**src/rtl/multi_bank_reducer_if.sv**
```systemverilog
// Command/result channel plus the per-bank memory ports of the multi-bank reducer.
// master = reducer side, slave = channel FIFO and memory banks.
interface multi_bank_reducer_if #(
    parameter int unsigned W_A       = 10,
    parameter int unsigned W_D       = 32,
    parameter int unsigned NUM_BANKS = 4
) ();
    // First-word-fall-through command channel and result channel
    logic [W_D-1:0]       ch_q;
    logic                 ch_empty;
    logic                 ch_deq;
    logic [W_D-1:0]       ch_d;
    logic                 ch_full;
    logic                 ch_enq;

    // One single-port memory per bank; read data arrives one cycle after the address
    logic [W_A-1:0]       mem_addr [NUM_BANKS];
    logic [W_D-1:0]       mem_d    [NUM_BANKS];
    logic [NUM_BANKS-1:0] mem_we;
    logic [W_D-1:0]       mem_q    [NUM_BANKS];

    modport master (
        input  ch_q, ch_empty, ch_full, mem_q,
        output ch_deq, ch_d, ch_enq, mem_addr, mem_d, mem_we
    );

    modport slave (
        output ch_q, ch_empty, ch_full, mem_q,
        input  ch_deq, ch_d, ch_enq, mem_addr, mem_d, mem_we
    );
endinterface

```
**src/rtl/multi_bank_reducer.sv**
```systemverilog
// Reduces the first LEN words of every memory bank (SUM, MAX, XOR) or clears them,
// one command at a time, taking commands from and returning results to the channel.
module multi_bank_reducer #(
    parameter              THREAD_NAME = "ctrl_thread",
    parameter int unsigned W_A         = 10,
    parameter int unsigned W_COMM_A    = 4,
    parameter int unsigned W_D         = 32,
    parameter int unsigned NUM_BANKS   = 4
) (
    input  logic                 CLK,
    input  logic                 RST,
    multi_bank_reducer_if.master bus,
    output logic                 busy,
    output logic [W_D-1:0]       result,
    output logic [15:0]          cmd_count
);
    localparam int unsigned W_B = (NUM_BANKS > 1) ? $clog2(NUM_BANKS) : 1;
    localparam int unsigned W_L = W_A + 1;
    localparam logic [W_L-1:0] MAX_LEN = {1'b1, {W_A{1'b0}}};
    localparam logic [W_B-1:0] LAST_BANK = W_B'(NUM_BANKS - 1);

    if (W_D < 8 || NUM_BANKS < 1 || NUM_BANKS > 16 || W_COMM_A < 1 ||
        $bits(THREAD_NAME) < 8) begin : g_param_check
        $error("multi_bank_reducer: illegal parameterisation");
    end

    typedef enum logic [2:0] {S_IDLE, S_DECODE, S_RUN, S_DRAIN, S_SEND} state_e;
    typedef enum logic [1:0] {OP_SUM, OP_MAX, OP_XOR, OP_CLEAR} op_e;

    state_e               state_q;
    op_e                  op_q;
    logic [W_L-1:0]       len_q;
    logic [W_B-1:0]       bank_q;
    logic [W_A-1:0]       addr_q;
    logic                 rd_valid_q;
    logic [W_B-1:0]       rd_bank_q;
    logic [W_D-1:0]       acc_q;
    logic                 deq_q;
    logic                 enq_q;
    logic [W_D-1:0]       ch_d_q;
    logic [W_A-1:0]       mem_addr_q [NUM_BANKS];
    logic [NUM_BANKS-1:0] we_q;

    logic [W_D-1:0]       acc_d;
    logic [W_D-1:0]       rd_data_c;
    logic [W_L-1:0]       cmd_len_c;
    logic                 last_addr_c;
    logic                 last_issue_c;
    logic [W_B-1:0]       next_bank_c;
    logic [W_A-1:0]       next_addr_c;
    logic                 send_now_c;
    logic [W_D-1:0]       send_val_c;
    logic                 unused_cmd_bits;

    assign unused_cmd_bits = ^bus.ch_q[W_D-3:W_A+1];

    // Clamp the requested length to the bank depth
    assign cmd_len_c = (bus.ch_q[W_A:0] > MAX_LEN) ? MAX_LEN : bus.ch_q[W_A:0];

    // Bank-major address walk; the bank steps on the same cycle the address wraps
    assign last_addr_c  = ({1'b0, addr_q} == (len_q - W_L'(1)));
    assign last_issue_c = last_addr_c && (bank_q == LAST_BANK);
    assign next_bank_c  = last_addr_c ? (bank_q + W_B'(1)) : bank_q;
    assign next_addr_c  = last_addr_c ? '0 : (addr_q + W_A'(1));

    // Fold the read returning this cycle into the accumulator; CLEAR counts words
    always_comb begin
        rd_data_c = bus.mem_q[rd_bank_q];
        acc_d     = acc_q;
        if (rd_valid_q) begin
            case (op_q)
                OP_SUM:  acc_d = acc_q + rd_data_c;
                OP_MAX:  acc_d = (rd_data_c > acc_q) ? rd_data_c : acc_q;
                OP_XOR:  acc_d = acc_q ^ rd_data_c;
                default: acc_d = acc_q + W_D'(1);
            endcase
        end
    end

    // The enqueue is registered, so it is decided on the edge that leaves DRAIN/DECODE
    assign send_now_c = !bus.ch_full &&
                        (((state_q == S_DECODE) && (len_q == '0)) ||
                         (state_q == S_DRAIN) || (state_q == S_SEND));
    assign send_val_c = (state_q == S_DECODE) ? '0 : acc_d;

    always_ff @(posedge CLK or negedge RST) begin
        if (!RST) begin
            state_q    <= S_IDLE;
            op_q       <= OP_SUM;
            len_q      <= '0;
            bank_q     <= '0;
            addr_q     <= '0;
            rd_valid_q <= 1'b0;
            rd_bank_q  <= '0;
            acc_q      <= '0;
            deq_q      <= 1'b0;
            enq_q      <= 1'b0;
            ch_d_q     <= '0;
            we_q       <= '0;
            busy       <= 1'b0;
            result     <= '0;
            cmd_count  <= '0;
            for (int b = 0; b < int'(NUM_BANKS); b++) begin
                mem_addr_q[b] <= '0;
            end
        end else begin
            deq_q      <= 1'b0;
            enq_q      <= 1'b0;
            we_q       <= '0;
            rd_valid_q <= (state_q == S_RUN);
            rd_bank_q  <= bank_q;
            acc_q      <= acc_d;
            if (send_now_c) begin
                enq_q     <= 1'b1;
                ch_d_q    <= send_val_c;
                result    <= send_val_c;
                cmd_count <= cmd_count + 16'd1;
                busy      <= 1'b0;
                state_q   <= S_IDLE;
            end else begin
                case (state_q)
                    S_IDLE: begin
                        if (deq_q) begin
                            state_q <= S_DECODE;
                        end else if (!bus.ch_empty) begin
                            deq_q <= 1'b1;
                            busy  <= 1'b1;
                            op_q  <= op_e'(bus.ch_q[W_D-1 -: 2]);
                            len_q <= cmd_len_c;
                        end
                    end
                    S_DECODE: begin
                        acc_q  <= '0;
                        bank_q <= '0;
                        addr_q <= '0;
                        if (len_q == '0) begin
                            state_q <= S_SEND;
                        end else begin
                            state_q       <= S_RUN;
                            mem_addr_q[0] <= '0;
                            we_q[0]       <= (op_q == OP_CLEAR);
                        end
                    end
                    S_RUN: begin
                        if (last_issue_c) begin
                            state_q <= S_DRAIN;
                        end else begin
                            bank_q                  <= next_bank_c;
                            addr_q                  <= next_addr_c;
                            mem_addr_q[next_bank_c] <= next_addr_c;
                            we_q[next_bank_c]       <= (op_q == OP_CLEAR);
                        end
                    end
                    S_DRAIN: state_q <= S_SEND;
                    default: state_q <= state_q;
                endcase
            end
        end
    end

    assign bus.ch_deq   = deq_q;
    assign bus.ch_enq   = enq_q;
    assign bus.ch_d     = ch_d_q;
    assign bus.mem_we   = we_q;
    assign bus.mem_addr = mem_addr_q;

    // Only CLEAR ever writes, and it always writes zero
    for (genvar b = 0; b < int'(NUM_BANKS); b++) begin : g_mem_d
        assign bus.mem_d[b] = '0;
    end
endmodule

```
**src/flat_wrapper.sv**
```systemverilog
// flat-port wrapper written by rule: the top's interface ports become plain ports
module multi_bank_reducer_flat 
#(
    parameter              THREAD_NAME = "           ",
    parameter int unsigned W_A         = 10,
    parameter int unsigned W_COMM_A    = 4,
    parameter int unsigned W_D         = 32,
    parameter int unsigned NUM_BANKS   = 4
)
  (CLK, RST, busy, result, cmd_count, bus_ch_q, bus_ch_empty, bus_ch_full, bus_mem_q, bus_ch_deq, bus_ch_d, bus_ch_enq, bus_mem_addr, bus_mem_d, bus_mem_we);
  multi_bank_reducer_if #(.W_A(W_A), .W_D(W_D), .NUM_BANKS(NUM_BANKS)) bus_i ();
  input  logic CLK;
  input  logic RST;
  output logic busy;
  output logic [W_D-1:0] result;
  output logic [15:0] cmd_count;
  input wire logic [$bits(bus_i.ch_q)-1:0] bus_ch_q;
  input wire logic [$bits(bus_i.ch_empty)-1:0] bus_ch_empty;
  input wire logic [$bits(bus_i.ch_full)-1:0] bus_ch_full;
  input wire logic [$bits(bus_i.mem_q)-1:0] bus_mem_q;
  output wire logic [$bits(bus_i.ch_deq)-1:0] bus_ch_deq;
  output wire logic [$bits(bus_i.ch_d)-1:0] bus_ch_d;
  output wire logic [$bits(bus_i.ch_enq)-1:0] bus_ch_enq;
  output wire logic [$bits(bus_i.mem_addr)-1:0] bus_mem_addr;
  output wire logic [$bits(bus_i.mem_d)-1:0] bus_mem_d;
  output wire logic [$bits(bus_i.mem_we)-1:0] bus_mem_we;
  assign bus_i.ch_q = bus_ch_q;
  assign bus_i.ch_empty = bus_ch_empty;
  assign bus_i.ch_full = bus_ch_full;
  assign bus_i.mem_q = {>>{bus_mem_q}};
  assign bus_ch_deq = bus_i.ch_deq;
  assign bus_ch_d = bus_i.ch_d;
  assign bus_ch_enq = bus_i.ch_enq;
  assign bus_mem_addr = {>>{bus_i.mem_addr}};
  assign bus_mem_d = {>>{bus_i.mem_d}};
  assign bus_mem_we = bus_i.mem_we;
  multi_bank_reducer #(.THREAD_NAME(THREAD_NAME), .W_A(W_A), .W_COMM_A(W_COMM_A), .W_D(W_D), .NUM_BANKS(NUM_BANKS)) u_core (.CLK(CLK), .RST(RST), .bus(bus_i), .busy(busy), .result(result), .cmd_count(cmd_count));
endmodule
```
**config.mk**
```make
export PLATFORM = sky130hd
export DESIGN_NAME = multi_bank_reducer_flat
export DESIGN_NICKNAME = d
export VERILOG_FILES = /design/src/rtl/multi_bank_reducer_if.sv /design/src/rtl/multi_bank_reducer.sv /design/src/flat_wrapper.sv
export SDC_FILE = /design/constraint.sdc
export NUM_CORES = 1
export LEC_CHECK = 0
export CORE_MARGIN = 2
export CORE_UTILIZATION = 45
export CTS_BUF_LIST = sky130_fd_sc_hd__clkbuf_4 sky130_fd_sc_hd__clkbuf_8 sky130_fd_sc_hd__clkbuf_16
export DETAILED_ROUTE_END_ITERATION = 8
export GPL_TIMING_DRIVEN = 0
export HOLD_SLACK_MARGIN = 0.12
export MAX_ROUTING_LAYER = met4
export PLACE_DENSITY_LB_ADDON = 0.12
export SLEW_MARGIN = 40
export SYNTH_ARGS = -nofsm -noshare
export SYNTH_HDL_FRONTEND = slang
export SYNTH_SLANG_ARGS = --single-unit
```
**constraint.sdc**
```tcl
create_clock -name CLK -period 7.8 [get_ports CLK]
set_input_delay 1.56 -clock CLK [delete_from_list [all_inputs] [get_ports CLK]]
set_output_delay 1.56 -clock CLK [all_outputs]
set_load 0.1 [all_outputs]
```
Yosys cells after proc, flatten, opt, wreduce, memory -nomap -nowiden
Cells that the tools add are included.
- bits in registers: 158
- bits of input ports: 164
- output and inout port bits: 255
- word-level logic and storage cells: 116
- add/subtract/negate cells: 6
- magnitude comparators: 7
- equality and inequality tests: 15
- multiplexer cells: 42
- bitwise operators: 8
- reduce and logical (&&, ||, !) cells: 20
- operators with widths (cell ; number):
    $mux W32 ; 6
    $pmux W32 S3 ; 1
    $bmux W32 S2 ; 1
    $bwmux W40 ; 1
    $mux W10 ; 4
    $mux W40 ; 1
    $pmux W10 S2 ; 2
    $add A32 B1 Y32 const B ; 1
    $add A32 B32 Y32 ; 1
    $gt A32 B32 Y1 ; 1
    $xor A32 B32 Y32 ; 1
    $demux W10 S2 ; 1
    $add A16 B1 Y16 const B ; 1
    $mux W3 ; 5
    $pmux W3 S4 ; 1
    $reduce_and A3 Y1 ; 4
    $eq A10 B11 Y1 ; 1
    $gt A11 B11 Y1 const B ; 1
    $logic_not A11 Y1 ; 1
    $mux W1 ; 11
    $mux W11 ; 1
    $sub A11 B1 Y11 const B ; 1
    $add A10 B1 Y10 const B ; 1
    $mux W4 ; 2
    other kinds (28) ; 47

Logic depth before layout (Yosys ltp)
Gate-level depths: netlist (run 1).
- depth in word-level cells: 11
- mapped depth: 17
- gate-level depth less buffers: 14

Worst setup path before layout (run 1)
Ideal clock, no wire load.
- path kind: input to register
- from: input port bus_mem_q[0]
- to: register u_core.result[28]
- library setup time: 0.076 ns
- data arrival time: 4.636 ns
- data required time: 7.724 ns
- slack: 3.087 ns
- stages: 14
- buffers on the path: 0
- cell sequence: mux4_2 -> inv_1 -> nand2_1 -> ha_1 -> fa_1 -> a21oi_1 -> o211ai_1 -> a31oi_1 -> a31oi_1 -> a211oi_2 -> a21oi_1 -> mux2_2 -> a311o_1 -> o21ai_1
- cells in the longest elaborated chain, start to end: 8
- elaborated cells between the ends (all ways): 9
- classes of those cells: add/sub (1); order compare (1); mux (7)
- RTL lines (item ; line ; RTL):
    from (decl) ; flat_wrapper.sv:20 ; input wire logic [$bits(bus_i.mem_q)-1:0] bus_mem_q;
    $bmux W32 S2 (*) ; multi_bank_reducer.sv:68 ; rd_data_c = bus.mem_q[rd_bank_q];
    $mux W32 (not written as such) (*) (2 in series) ; multi_bank_reducer.sv:68 ;
    $gt A32 B32 Y1 ; multi_bank_reducer.sv:73 ; OP_MAX: acc_d = (rd_data_c > acc_q) ? rd_data_c : acc_q;
    $mux W32 ; multi_bank_reducer.sv:73 ;
    $pmux W32 S3 (*) ; multi_bank_reducer.sv:71 ; case (op_q)
    $mux W32 (*) ; multi_bank_reducer.sv:70 ; if (rd_valid_q) begin
    $mux W32 (*) ; multi_bank_reducer.sv:84 ; assign send_val_c = (state_q == S_DECODE) ? '0 : acc_d;
    to (signal assigned) ; multi_bank_reducer.sv:116 ; result <= send_val_c;
    to (decl) ; multi_bank_reducer.sv:14 ; output logic [W_D-1:0] result,
Mark *: on every way between the ends. The rest lies on a longest branch, timed or not. The select of a mux whose other input is x is not followed.
A chain may end at the register's enable or synchronous reset.

Worst setup path in the final report (run 1)
- from: register u_core.rd_bank_q[0]
- to: register u_core.result[31]
- cells in the longest elaborated chain, start to end: 9
- elaborated cells between the ends (all ways): 11
- classes of those cells: add/sub (1); order compare (1); mux (7); bitwise (2)
- RTL lines (item ; line ; RTL):
    from (decl) ; multi_bank_reducer.sv:36 ; logic [W_B-1:0] rd_bank_q;
    from (signal assigned) ; multi_bank_reducer.sv:111 ; rd_bank_q <= bank_q;
    $not A2 Y3 (not written as such) (*) ; multi_bank_reducer.sv:68 ;
    $bmux W32 S2 (*) ; multi_bank_reducer.sv:68 ;
    $mux W32 (not written as such) (*) (2 in series) ; multi_bank_reducer.sv:68 ;
    $gt A32 B32 Y1 ; multi_bank_reducer.sv:73 ;
    $mux W32 ; multi_bank_reducer.sv:73 ;
    $pmux W32 S3 (*) ; multi_bank_reducer.sv:71 ;
    $mux W32 (*) ; multi_bank_reducer.sv:70 ;
    $mux W32 (*) ; multi_bank_reducer.sv:84 ;
Marked as above.

==> impl_metrics.ini, run 1 <==
[yosys]
yosysWarnings = 0
yosys-top-cells-area = dfrtp_1, buf_4, ha_1, mux4_2, nand2_1
syn_inst = 1308
synthArstFlopShare = 1.000
syn_area_mm2 = 0.01244
synthFlopType = dfrtp_1
synth_top_area_frac = 0.3177
synth_cell_types = 86
synth_top_cell_by_area = dfrtp_1
yosysSeqAreaShare = 0.3177
synth_edf_count = 0
synthTopCellsByCount = buf_4, dfrtp_1, nand2_1
synth.most_common_cell = buf_4
avgSynthCellArea_um2 = 9.514
ys_ff_latch = 158

[cts]
clk_pin_slew_ns = 0.08
cts_tree = done
cts_buffers = 17
cts_root_buf = clkbuf_16
cts_sinks = 158
postCtsResizedCells = 0
post_cts_buffers = 0
clk-insertion-delay-late_ns = 0.45
clockBufferDepth = 2
htreeDepth = 4
cts_hold_buf = 0

[setup_path]
worst-path-max-fanout = 10
cp_common_cell = o21ai_0
crit_slowest_cell = a2111oi_1
worstPathArrival_ns = 6.28
cp_top_family = compound AO/OA/AOI/OAI gates
worstPathCellList = clkbuf_1 > buf_2 > buf_2 > mux4_2 > and2_1 > ha_1 > o21ai_0 > o21ai_0 > nand3_1 > a2111oi_1 > o21ai_0 > a21boi_0 > mux2i_1 > o2111ai_1 > a32o_1
cp_num_buf_inv = 3
cp.required_ns = 8.13
worstSetupPathType = reg2reg
slowest_delay_ns = 0.80
startpoint_type = flop
end_kind = flop

[die]
row_count = 60
initial_core_util = 0.4605
die_area_mm2 = 0.02900
dieHeight_um = 170.3
chipWidth_um = 170.3
core_area_mm2 = 0.02703
pin_count = 419

[sta]
setup_violations = 0
final.min_clock_period_ns = 5.943
max_freq_mhz = 168.3
hold_viol_final = 0
finalCritPeriodShare = 0.7619
tightestPinTransition_ns = 0.8754
rsz0062_at_grt = no
relSlewSlack = 0.4164
fin_skew_ns = 0.01615
drv_slew = 0

[route]
drc_errors = 0
viasPerCell = 5.389
ant_nets = 0
drtIter0Drc = 732
wl_per_cell_um = 19.22
firstDrtPassIters = 5
finalWirelength_mm = 40.03
vias = 11230

[global_route]
grt_pass1_vias = 11130
grt_max_degree = 70
grt-ovfl-total = 0
grt_first_pass_wirelength_mm = 61.54
grt_antenna_before_repair = 0
grt_usage = 0.2846

[final_layout]
area_growth_pct = 29.52
fin_nets = 1965
drive_gt1_frac = 0.2470
fin_cells = 2083

[min_path]
min_path_type = reg2reg

[placement]
dp_hpwl_mm = 31.13
io_buffers = 271
gp_congestion = 0.9685
placed_cells = 2050

[run_status]
outcome = finished, final reports clean

[job]
maxCapViolations = 0
-- layout make-up --
class	count	area, um2
Buffer	220	1488
Inverter	56	210.2
Tap cell	341	426.7
Timing Repair Buffer	274	2148
Sequential cell	158	3954
Clock buffer	17	425.4
Multi-Input combinational cell	1001	7278
Fill cell	2440	10910
Clock inverter	15	185.2
Antenna cell	1	2.502
-- per-stage QoR --
stage	setup WS [ns]	area, um2	util	TNS, ns	hold slack, ns
after floorplan	3.087	12920	-	0	0.3749
after global placement	-1.546	16060	0.5943	-239.96	0.4160
after detailed placement	1.787	15500	0.5736	0	0.4256
after CTS	1.913	16110	0.5962	0	0.4380
after global routing	1.595	16120	0.5963	0	0.4410
final	1.857	16120	0.5964	0	0.4278
-- worst reg2reg max path: cells and delay by family, from the launching register on --
kind | cells | cell delay, ns
adder cells (fa/ha/maj) | 1 | 0.34
AND/OR/NAND/NOR | 2 | 0.45
flip-flops | 1 | 0.33
multiplexers | 2 | 0.91
buffers and inverters | 3 | 1.34
AO/OA/AOI/OAI | 7 | 2.49
-- logic make-up after synthesis --
logic type	share of synthesized area
buffers and inverters	0.1362
AND/OR/NAND/NOR	0.1389
XOR/XNOR	0.04293
AO/OA/AOI/OAI	0.1769
multiplexers	0.1131
adder cells (fa/ha/maj)	0.07400
other	0.0003013
flip-flops	0.3177
-- placed cells by master, fill, tap and decap left out, types with 11 or more instances in the layout --
cell type	n
and2_1	35
nand4_1	19
nor4_1	13
nor2_1	83
clkdlybuf4s50_1	143
mux2_2	19
o221ai_1	13
o21ai_0	55
mux2i_1	27
a32o_1	12
conb_1	128
xnor2_1	37
buf_2	135
a22o_1	29
mux4_2	32
clkbuf_1	41
and3_1	19
nand2_1	89
a21oi_1	55
a211oi_1	12
inv_1	53
buf_4	163
o21a_1	14
clkbuf_16	17
nand2b_1	12
dfrtp_1	158
xor2_1	24
ha_1	72
a21o_1	18
nand3_1	21
nor2b_1	11
-- per-layer routing --
metal | vias up | global-route usage | part of all wire
li1 | 5315 | - | -
met1 | 5414 | 0.3389 | 0.41
met2 | 427 | 0.4779 | 0.49
met3 | 69 | 0.05558 | 0.071
met4 | 0 | 0.1078 | 0.033
met5 | - | - | 0
-- sequential cells by signal (all words and copies together) (netlist names) --
| signal | flops |
|---|---|
| u_core.len_q | 11 |
| u_core.bus.mem_we | 4 |
| u_core.op_q | 2 |
| u_core.addr_q | 10 |
| u_core.rd_bank_q | 2 |
| u_core.bus.ch_deq | 1 |
| u_core.bank_q | 2 |
| u_core.bus.mem_addr | 40 |
| u_core.busy | 1 |
| u_core.bus.ch_enq | 1 |
| u_core.result | 32 |
| u_core.acc_q | 32 |
| u_core.rd_valid_q | 1 |
| u_core.state_q | 3 |
| u_core.cmd_count | 16 |
-- worst paths after layout --
path                                           endpoint  slack, ns  cells after the start                start
worst max register to register        u_core.result[31]       1.86                     15  u_core.rd_bank_q[0]
min in group asynchronous              u_core.acc_q[17]       0.96                      1                  RST
worst min-delay path                u_core.rd_bank_q[0]       0.43                      0     u_core.bank_q[0]
worst min register to register      u_core.rd_bank_q[0]       0.43                      0     u_core.bank_q[0]
worst max-delay path                  u_core.result[31]       1.86                     15  u_core.rd_bank_q[0]
max in group asynchronous       u_core.bus.mem_addr[35]       5.84                      3                  RST
Power of run 1 is left out: the tool's default activity adds up to more than one toggle a clock period on the data nets, which glitch-free logic cannot reach.
==> run 2, diff against run 1 <==
--- a/config.mk
+++ b/config.mk
@@ -6,7 +6,7 @@
 export NUM_CORES = 1
 export LEC_CHECK = 0
 export CORE_MARGIN = 2
-export CORE_UTILIZATION = 45
+export CORE_UTILIZATION = 43
 export CTS_BUF_LIST = sky130_fd_sc_hd__clkbuf_4 sky130_fd_sc_hd__clkbuf_8 sky130_fd_sc_hd__clkbuf_16
 export DETAILED_ROUTE_END_ITERATION = 8
 export GPL_TIMING_DRIVEN = 0
==> constraint.sdc (replaced) <==
create_clock -name CLK -period 5.05 [get_ports CLK]
set_input_delay 1.01 -clock CLK [delete_from_list [all_inputs] [get_ports CLK]]
set_output_delay 1.01 -clock CLK [all_outputs]
set_load 0.1 [all_outputs]
==> impl_metrics.ini, run 2 (synthesis gave the netlist of run 1 again) <==
[run_status]
outcome = finished, final reports clean

[cts]
clk-insertion-delay-late_ns = 0.44
cts_buffers = 17
cts_tree = done
cts_root_buf = clkbuf_16
cts_hold_buf = 0
clk_pin_slew_ns = 0.07
cts_sinks = 158
htreeDepth = 4
clockBufferDepth = 2

[route]
wl_per_cell_um = 18.78
firstDrtPassIters = 7
vias = 11250
finalWirelength_mm = 39.93
viasPerCell = 5.291
ant_nets = 0
drc_errors = 0
drtIter0Drc = 687

[final_layout]
layout_common_cells = buf_4, dfrtp_1, clkdlybuf4s50_1
drive_gt1_frac = 0.2504
fin_cells = 2126
layout_commonest_cell = buf_4
multi_input_area_mm2 = 0.007305
finish.utilization = 0.5673
fin_nets = 1965
fill_cells = 2607
regArea_mm2 = 0.003955
largest_reg_flops = 40
area_growth_pct = 30.48

[sta]
setup_violations = 0
relSlewSlack = 0.3917
finalCritPeriodShare = 0.9791
final.min_clock_period_ns = 4.944
rsz0062_at_grt = no
fin_skew_ns = 0.01220
drv_slew = 0
max_freq_mhz = 202.3
tightestPinTransition_ns = 0.9124
hold_viol_final = 0
tns_ns = 0

[die]
initial_core_util = 0.4347
die_area_mm2 = 0.03032
pin_count = 419
chipWidth_um = 174.1
dieHeight_um = 174.1
row_count = 62
core_area_mm2 = 0.02863

[global_route]
grt_first_pass_wirelength_mm = 60.65
grt_usage = 0.2657
grt_pass1_vias = 10690
grt_max_degree = 74
grt-ovfl-total = 0
grt_antenna_before_repair = 1

[job]
maxCapViolations = 0

[setup_path]
worstSetupPathType = reg2reg
worstPathCellList = clkbuf_1 > mux4_2 > ha_1 > nand4_1 > or4_4 > nor4_4 > nor2_8 > buf_6 > mux2i_1 > a2111oi_2 > a21o_1
end_kind = flop
cp.required_ns = 5.43
worstPathArrival_ns = 5.32
slowest_delay_ns = 0.79
worst-path-max-fanout = 10
startpoint_type = flop
crit_slowest_cell = nor4_4

[placement]
io_buffers = 271
gp_congestion = 0.9839
placed_cells = 2093
dp_hpwl_mm = 30.86

[min_path]
min_path_type = in2async
[run 2: area by class of cell]
| cell class | count | share of cell area |
|---|---|---|
| multi-input cells | 1001 | 0.4498 |
| flip-flops and latches | 158 | 0.2436 |
| repair buffers | 276 | 0.1332 |
| plain buffers | 218 | 0.09185 |
| well taps | 384 | 0.02959 |
| clock buffers | 18 | 0.02666 |
| inverters | 56 | 0.01294 |
| clock inverters | 14 | 0.01217 |
| diodes | 1 | 0.0001541 |
[run 2: per-layer routing]
layer	share of wire	global-route usage	vias up
met1	0.41	0.3247	5394
li1	-	-	5326
met2	0.49	0.4406	456
met4	0.031	0.08929	0
met5	0	-	-
met3	0.070	0.05249	73
[run 2: per-stage QoR]
step                hold slack, ns  cell area [um2]  worst slack (ns)
floorplan                   0.3749            12920            0.6155
global placement            0.4135            16110            -3.808
detailed placement          0.4127            15550           -0.7195
CTS                         0.4358            16220           0.06689
global route                0.4467            16240           0.04649
finish                      0.4284            16240            0.1057
[run 2: repair_timing]
item                       CTS  global route
setup endpoints to repair   64            36
gates resized for setup      9             5
setup buffers                2             0
pin swaps                    1             0
cloned                       0             0
[run 2: path summary, 6_finish.rpt]
kind                                     start                  end  slack, ns  cells after the start
max reg2reg                u_core.rd_bank_q[1]    u_core.result[10]       0.11                     11
min                                        RST    u_core.result[17]       0.43                      1
max in group asynchronous                  RST     u_core.addr_q[6]       3.65                      3
min in group CLK              u_core.bank_q[0]  u_core.rd_bank_q[0]       0.44                      0
min reg2reg                   u_core.bank_q[0]  u_core.rd_bank_q[0]       0.44                      0
max                        u_core.rd_bank_q[1]    u_core.result[10]       0.11                     11
[run 2: worst max-delay path: cells and delay by family (launching register included)]
kind,cells,cell delay [ns]
adder cells (fa/ha/maj),1,0.34
multiplexers,2,0.66
flip-flops,1,0.51
buffers and inverters,2,0.96
AND/OR/NAND/NOR,4,1.72
AO/OA/AOI/OAI,2,0.69
Power of run 2 is left out for the same reason.
==> run 3, diff against run 2 <==
--- a/config.mk
+++ b/config.mk
@@ -5,6 +5,7 @@
 export SDC_FILE = /design/constraint.sdc
 export NUM_CORES = 1
 export LEC_CHECK = 0
+export CAP_MARGIN = 40
 export CORE_MARGIN = 2
 export CORE_UTILIZATION = 43
 export CTS_BUF_LIST = sky130_fd_sc_hd__clkbuf_4 sky130_fd_sc_hd__clkbuf_8 sky130_fd_sc_hd__clkbuf_16
==> impl_metrics.ini, run 3 (synthesis gave the netlist of run 1 again) <==
[sta]
final.min_clock_period_ns = 4.931
max_freq_mhz = 202.8
rsz0062_at_grt = no
finalCritPeriodShare = 0.9765
whs_ns = 0.4274
hold_viol_final = 0
relSlewSlack = 0.3962
drv_slew = 0
tightestPinTransition_ns = 0.8989
fin_skew_ns = 0.01612
setup_violations = 0

[setup_path]
cp.required_ns = 5.42
startpoint_type = flop
reg2reg_depth = 12
worstPathArrival_ns = 5.30
end_kind = flop
worst-path-max-fanout = 16
worstSetupPathType = reg2reg

[die]
dieHeight_um = 174.1
die_area_mm2 = 0.03032
core_area_mm2 = 0.02863
row_count = 62
initial_core_util = 0.4347
chipWidth_um = 174.1
pin_count = 419

[route]
firstDrtPassIters = 5
drc_errors = 0
vias = 11210
viasPerCell = 5.271
drtIter0Drc = 695
finalWirelength_mm = 39.87
ant_nets = 0
wl_per_cell_um = 18.75

[global_route]
grt_max_degree = 74
grt_antenna_before_repair = 1
grt_pass1_vias = 10700
grt_first_pass_wirelength_mm = 60.82
grt-ovfl-total = 0
grt_usage = 0.2658

[final_layout]
layout_commonest_cell = buf_4
layout_common_cells = buf_4, dfrtp_1, clkdlybuf4s50_1
design_area_mm2 = 0.01623
fin_nets = 1965
drive_gt1_frac = 0.2504
fill_cells = 2655
finish.utilization = 0.5671
largest_reg_flops = 40
area_growth_pct = 30.45

[cts]
cts_buffers = 17
clk_pin_slew_ns = 0.08
cts_tree = done
clk-insertion-delay-late_ns = 0.44
clockBufferDepth = 2
cts_sinks = 158
cts_root_buf = clkbuf_16
htreeDepth = 4

[placement]
placed_area_mm2 = 0.01555
io_buffers = 271
dp_hpwl_mm = 30.97
gp_congestion = 0.9839

[run_status]
outcome = finished, final reports clean

[min_path]
min_path_type = in2async

[job]
maxCapViolations = 0
run 3: stage by stage:
| stage | cells | worst slack [ns] | TNS, ns |
|---|---|---|---|
| after floorplan | 1435 | 0.6155 | 0 |
| after global placement | 2090 | -3.808 | -623.61 |
| after detailed placement | 2093 | -0.7169 | -21.17 |
| after CTS | 2125 | 0.04255 | 0 |
| after global routing | 2126 | 0.01563 | 0 |
| final | 2126 | 0.1188 | 0 |
run 3: area by class of cell:
type	instances	area (um2)	area share
Sequential cell	158	3955	0.2436
Buffer	218	1488	0.09164
Timing Repair Buffer	276	2163	0.1333
Clock buffer	18	432.9	0.02667
Multi-Input combinational cell	1001	7305	0.4499
Tap cell	384	480.5	0.02960
Inverter	56	210.2	0.01295
Antenna cell	1	2.502	0.0001541
Clock inverter	14	197.7	0.01218
run 3: what timing repair did:
item	CTS	global route
hold buffers	0	0
resized for setup	6	8
setup buffers	2	0
setup endpoints to repair	64	37
pin swaps	1	0
run 3: path summary, 6_finish.rpt:
path / endpoint / from / slack, ns
hold / removal: u_core.result[17] / RST / 0.43
max in group asynchronous: u_core.rd_bank_q[0] / RST / 3.62
setup / recovery: u_core.result[10] / u_core.rd_bank_q[1] / 0.12
min in group CLK: u_core.rd_bank_q[0] / u_core.bank_q[0] / 0.43
setup reg to reg: u_core.result[10] / u_core.rd_bank_q[1] / 0.12
hold reg to reg: u_core.rd_bank_q[0] / u_core.bank_q[0] / 0.43
run 3: critical path: stages (launching register included):
cell       delay, ns
dfrtp_1         0.52
clkbuf_1        0.38
buf_6           0.29
mux4_2          0.41
ha_1            0.40
nand4_1         0.18
or4_4           0.60
nor4_4          0.83
nor2_8          0.15
buf_6           0.23
mux2i_1         0.15
a2111oi_2       0.58
a21o_1          0.13
run 3: per-layer routing:
layer,up-vias,GRT usage,share of wire
li1,5326,-,-
met1,5376,0.3254,0.41
met2,445,0.4532,0.49
met3,59,0.04221,0.070
met4,0,0.07878,0.024
met5,-,-,0
Power of run 3 is left out for the same reason.
